## config.mk

```make
export PLATFORM = sky130hd
export DESIGN_NAME = add_pipe
export DESIGN_NICKNAME = d
export VERILOG_FILES = /design/src/rtl/add_pipe.sv
export SDC_FILE = /design/constraint.sdc
export NUM_CORES = 1
export LEC_CHECK = 0
export BUFFER_PORTS_ARGS = -buffer_cell sky130_fd_sc_hd__buf_2
export CAP_MARGIN = 10
export CORE_ASPECT_RATIO = 1.2
export CORE_MARGIN = 4
export CORE_UTILIZATION = 52
export DETAILED_ROUTE_END_ITERATION = 8
export PLACE_DENSITY_LB_ADDON = 0.12
export SETUP_SLACK_MARGIN = 0.4
export SYNTH_ARGS = -nofsm -noshare
export SYNTH_HDL_FRONTEND = slang
export SYNTH_SLANG_ARGS = --single-unit
```

## constraint.sdc

```tcl
create_clock -name clk -period 2.7 [get_ports clk]
set_input_delay 0.135 -clock clk [delete_from_list [all_inputs] [get_ports clk]]
set_output_delay 0.135 -clock clk [all_outputs]
set_load 0.03 [all_outputs]
```

## src/rtl/add_pipe.sv

```systemverilog
// add_pipe: pipelined two's-complement adder/subtractor with valid/ready
// handshaking on both sides.
//
// The operands are cut into STAGES chunks of CHUNK = WIDTH/STAGES bits.
// Stage k adds chunk k and registers the carry for stage k+1, so each
// cycle's carry chain is only CHUNK bits long. Subtraction is folded in when
// the operands are captured: b is inverted and the carry-in is forced to 1.
//
// Parameters
//   WIDTH   operand/result width (must be a multiple of STAGES)
//   STAGES  pipeline depth; latency is STAGES cycles without stalls
//
// Ports
//   clk        clock, rising edge
//   reset      asynchronous active-high reset; discards in-flight work
//   in_valid   operand set present            in_ready   stage 0 can load
//   a, b       operands                       sub        1: a-b, 0: a+b
//   cin        carry-in for add (ignored for sub)
//   out_valid  result present                 out_ready  consumer accepts
//   out        result modulo 2^WIDTH
//   c_flag     carry out of MSB (for sub: 1 = no borrow)
//   v_flag     signed overflow
//   z_flag     out == 0
//   n_flag     out[WIDTH-1]
module add_pipe #(
  parameter int WIDTH  = 16,
  parameter int STAGES = 4
) (
  input  logic             clk,
  input  logic             reset,
  input  logic             in_valid,
  output logic             in_ready,
  input  logic [WIDTH-1:0] a,
  input  logic [WIDTH-1:0] b,
  input  logic             sub,
  input  logic             cin,
  output logic             out_valid,
  input  logic             out_ready,
  output logic [WIDTH-1:0] out,
  output logic             c_flag,
  output logic             v_flag,
  output logic             z_flag,
  output logic             n_flag
);

  localparam int CHUNK = WIDTH / STAGES;
  localparam int L     = STAGES - 1;

  // Stage registers
  logic [STAGES-1:0] vld_q;
  logic [STAGES-1:0] cy_q;
  logic [STAGES-1:0] zr_q;
  logic [WIDTH-1:0]  res_q [STAGES];
  logic [WIDTH-1:0]  opa_q [STAGES];
  logic [WIDTH-1:0]  opb_q [STAGES];
  logic              c_q, v_q, z_q, n_q;

  // Per-stage upstream view and next-state values
  logic [STAGES-1:0] up_vld, up_cy, up_zr, stg_rdy, cy_d, zr_d;
  logic [WIDTH-1:0]  up_a   [STAGES];
  logic [WIDTH-1:0]  up_b   [STAGES];
  logic [WIDTH-1:0]  up_res [STAGES];
  logic [WIDTH-1:0]  res_d  [STAGES];
  logic [CHUNK:0]    sum_d  [STAGES];
  logic              c_d, v_d, z_d, n_d;

  always_comb begin
    // Stage 0 is fed straight from the ports with subtract already resolved.
    up_vld[0] = in_valid;
    up_a[0]   = a;
    up_b[0]   = sub ? ~b : b;
    up_cy[0]  = sub | cin;
    up_res[0] = '0;
    up_zr[0]  = 1'b1;
    for (int k = 1; k < STAGES; k++) begin
      up_vld[k] = vld_q[k-1];
      up_a[k]   = opa_q[k-1];
      up_b[k]   = opb_q[k-1];
      up_cy[k]  = cy_q[k-1];
      up_res[k] = res_q[k-1];
      up_zr[k]  = zr_q[k-1];
    end

    // A stage can load if it is empty or anything downstream of it is empty
    // or the consumer is taking the result; this is the unrolled form of
    // ready[k] = !valid[k] || ready[k+1] and lets bubbles collapse.
    for (int k = 0; k < STAGES; k++) begin
      stg_rdy[k] = out_ready;
      for (int j = k; j < STAGES; j++) begin
        if (!vld_q[j]) stg_rdy[k] = 1'b1;
      end
    end

    for (int k = 0; k < STAGES; k++) begin
      sum_d[k] = {1'b0, up_a[k][k*CHUNK +: CHUNK]}
               + {1'b0, up_b[k][k*CHUNK +: CHUNK]}
               + {{CHUNK{1'b0}}, up_cy[k]};
      res_d[k] = up_res[k];
      res_d[k][k*CHUNK +: CHUNK] = sum_d[k][CHUNK-1:0];
      cy_d[k]  = sum_d[k][CHUNK];
      zr_d[k]  = up_zr[k] & (sum_d[k][CHUNK-1:0] == '0);
    end

    // Carry into the MSB is recovered from the MSB sum bit and its operands.
    c_d = cy_d[L];
    v_d = cy_d[L] ^ (up_a[L][WIDTH-1] ^ up_b[L][WIDTH-1] ^ sum_d[L][CHUNK-1]);
    n_d = sum_d[L][CHUNK-1];
    z_d = zr_d[L];
  end

  always_ff @(posedge clk or posedge reset) begin
    if (reset) begin
      vld_q <= '0;
      cy_q  <= '0;
      zr_q  <= '0;
      for (int k = 0; k < STAGES; k++) begin
        res_q[k] <= '0;
        opa_q[k] <= '0;
        opb_q[k] <= '0;
      end
      c_q <= 1'b0;
      v_q <= 1'b0;
      z_q <= 1'b0;
      n_q <= 1'b0;
    end else begin
      for (int k = 0; k < STAGES; k++) begin
        // Stage k boundary: a ready stage takes the upstream valid; data is
        // only replaced by a real operation so the last result stays on out.
        if (stg_rdy[k]) begin
          vld_q[k] <= up_vld[k];
          if (up_vld[k]) begin
            res_q[k] <= res_d[k];
            opa_q[k] <= up_a[k];
            opb_q[k] <= up_b[k];
            cy_q[k]  <= cy_d[k];
            zr_q[k]  <= zr_d[k];
          end
        end
      end
      // Output stage boundary: flags travel with the final stage.
      if (stg_rdy[L] && up_vld[L]) begin
        c_q <= c_d;
        v_q <= v_d;
        z_q <= z_d;
        n_q <= n_d;
      end
    end
  end

  assign in_ready  = stg_rdy[0];
  assign out_valid = vld_q[L];
  assign out       = res_q[L];
  assign c_flag    = c_q;
  assign v_flag    = v_q;
  assign z_flag    = z_q;
  assign n_flag    = n_q;

endmodule

```

==> impl_metrics.toml <==
[outcome]
status = "finished clean"

[synthesis]
synth_area_um2 = 4470
syn_inst = 330
ys_types = 28
synth-edff-count = 0
synth_seq_area_share_pct = 56.6
synth-main-ff-cell = "dfrtp_1"
ys_ff_latch = 101
synth.avg_cell_area_um2 = 13.5
yosys_warnings = 0
ys_async_sr_fraction_pct = 100
synth_nets = 388

[clock_tree]
ctsHtreeMaxLevel = 3
ctsResizeCount = 0
cts_tree = "yes"
clkTransAtPathRegs_ns = 0.10
clkLatencyLatePin_ns = 0.36
cts_root_buffer = "clkbuf_8"
cts_hold_buffers = 14
clk_path_buf_depth = 2
cts_buffers = 9
clock_sinks = 101
cts_setup_buffers = 0

[worst_setup_path]
start_kind = "flip-flop"
required_ns = 2.91
r2r_start = "cy_q[2]"
crit_start = "cy_q[2]"
path_class = "reg -> reg"
crit_fanout = 2
crit_path_end_kind = "flip-flop"
arrival_ns = 2.26

[finish]
area_delta_synth_final_pct = 15.9
final_cell_mix = "dfrtp_1, mux2_2, buf_2"
final_util_pct = 62.8
fillers = 664
nets = 462
register_area_um2 = 2530
multi_input_area_um2 = 1810
layout_commonest_cell = "dfrtp_1"
n_antenna_cell = 0
drive_gt1_share_pct = 37.7

[grt]
gr-usage-met2_pct = 21.2
top_usage_layer = "met1"
grt.overflow.total = 0
grt_usage_pct = 14.8
grtUsageMet1_pct = 22.3
grt_pass1_vias = 2526
grt_pass1_wl_um = 11900
grt_use_met3_pct = 3.01
antenna_found_initial = 0
grt_max_degree = 54

[job]
cap_violations = 0

[pwr]
p_per_area_nw_per_um2 = 950
max-vdd-ir-drop_uv = 383
power_leakage_nw = 2.40

[route]
via_per_inst = 4.84
wl_per_cell_um = 13.2
dr.pass1.iters = 4
route.detailed.drc = 0
first_iter_violations = 76
num_vias = 2530
ant_nets = 0
routed_wl_um = 6890

[hold_path]
min_path_type = "in -> reg"
hp-start = "b[11]"

[place]
hpwl_um = 4960
portBuffers = 59
routabilityCongestion = 0.747

[floorplanning]
num_io_pins = 60
coreArea_um2 = 8240
rows = 36
start_util_pct = 54.2
die_area_um2 = 10100
die_y_um = 110
die_x_um = 92.6

[sta]
max_freq_ghz = 0.488
slew_viol_final = 0
setup_viol = 0
tightest_slew_ns = 0.781
relSlewSlack_pct = 47.8
whs_ns = 0.0516
period_needed_ns = 2.05
skew_ns = 0.00981
rsz0062_at_grt = "no"
fin_setup_tns_ns = 0
hold_viol = 0
fin_crit_sh_pct = 75.9
[cells in the mapped netlist (all sizes together), types with 4 or more instances]
cell type,instances,area [µm²]
ha,12,150
xor2,7,61.3
inv,6,22.5
a21oi,8,43.8
fa,8,160
nand3,4,20.0
nor2,6,22.5
mux2,68,788
buf,14,109
a21o,7,52.6
nand2,32,123
xnor2,18,158
nand2b,4,25.0
o21ai,26,134
dfrtp,101,2530
[flip-flops by register name, indices dropped and copies added, names as in the netlist]
| register | flops |
|---|---|
| c_flag | 1 |
| opb_q | 24 |
| out | 16 |
| vld_q | 4 |
| opa_q | 24 |
| res_d | 24 |
| z_flag | 1 |
| cy_q | 3 |
| zr_q | 3 |
| v_flag | 1 |
[critical path, cell delays in order (launching register included)]
cell and delay, ns:
dfrtp_1 0.41, fa_1 0.46, fa_1 0.42, a21o_1 0.20, a21oi_1 0.21, xnor2_1 0.14
o21ai_0 0.09
[power breakdown]
part           switching, mW  leakage, nW  total, mW  internal [mW]
sequential             0.290         1.21       2.31           2.02
combinational          0.901         1.10       1.74          0.836
clock                  0.528       0.0800      0.873          0.346
total                   1.72         2.40       4.92           3.20
[area by class of cell]
cell class / instances / area share, %
repair buffers: 78 / 9.37
well taps: 114 / 2.75
multi-input cells: 208 / 35.0
clock buffers: 9 / 2.39
clock inverters: 7 / 1.14
inverters: 6 / 0.507
flip-flops and latches: 101 / 48.8
[stage by stage]
step | instance area [µm²] | setup WS [ns] | cells | power [mW]
2_1_floorplan | 4470 | 0.711 | 330 | 3.67
3_3_place_gp | 4860 | 0.690 | 493 | 4.04
3_5_place_dp | 4860 | 0.638 | 493 | 4.10
4_1_cts | 5180 | 0.633 | 523 | 4.99
5_1_grt | 5180 | 0.488 | 523 | 5.29
6_report | 5180 | 0.650 | 523 | 4.92
[layer usage]
| metal | share of wire (%) | wire, µm | vias to the layer above |
|---|---|---|---|
| met5 | 0 | 0 | - |
| met3 | 3.7 | 256 | 10 |
| met2 | 43 | 2970 | 49 |
| met1 | 52 | 3550 | 1204 |
| met4 | 1.7 | 116 | 0 |
| li1 | - | - | 1267 |
[cells by family after synthesis]
logic type | synth area share [%]
fa+ha+maj | 6.94
simple gates | 5.07
compound gates | 5.88
buf+inv | 3.02
mux | 17.6
xor+xnor | 4.90
flops | 56.6
[final timing paths]
kind | cells after the start | slack, ns | to
worst min register to register | 2 | 0.49 | opb_q[62]
worst max-delay path | 6 | 0.65 | v_flag
max in group asynchronous | 4 | 1.73 | opa_q[54]
worst max register to register | 6 | 0.65 | v_flag
min in group asynchronous | 3 | 0.24 | v_flag
worst min-delay path | 3 | 0.05 | opb_q[59]
(Power assumes the default switching activity.)
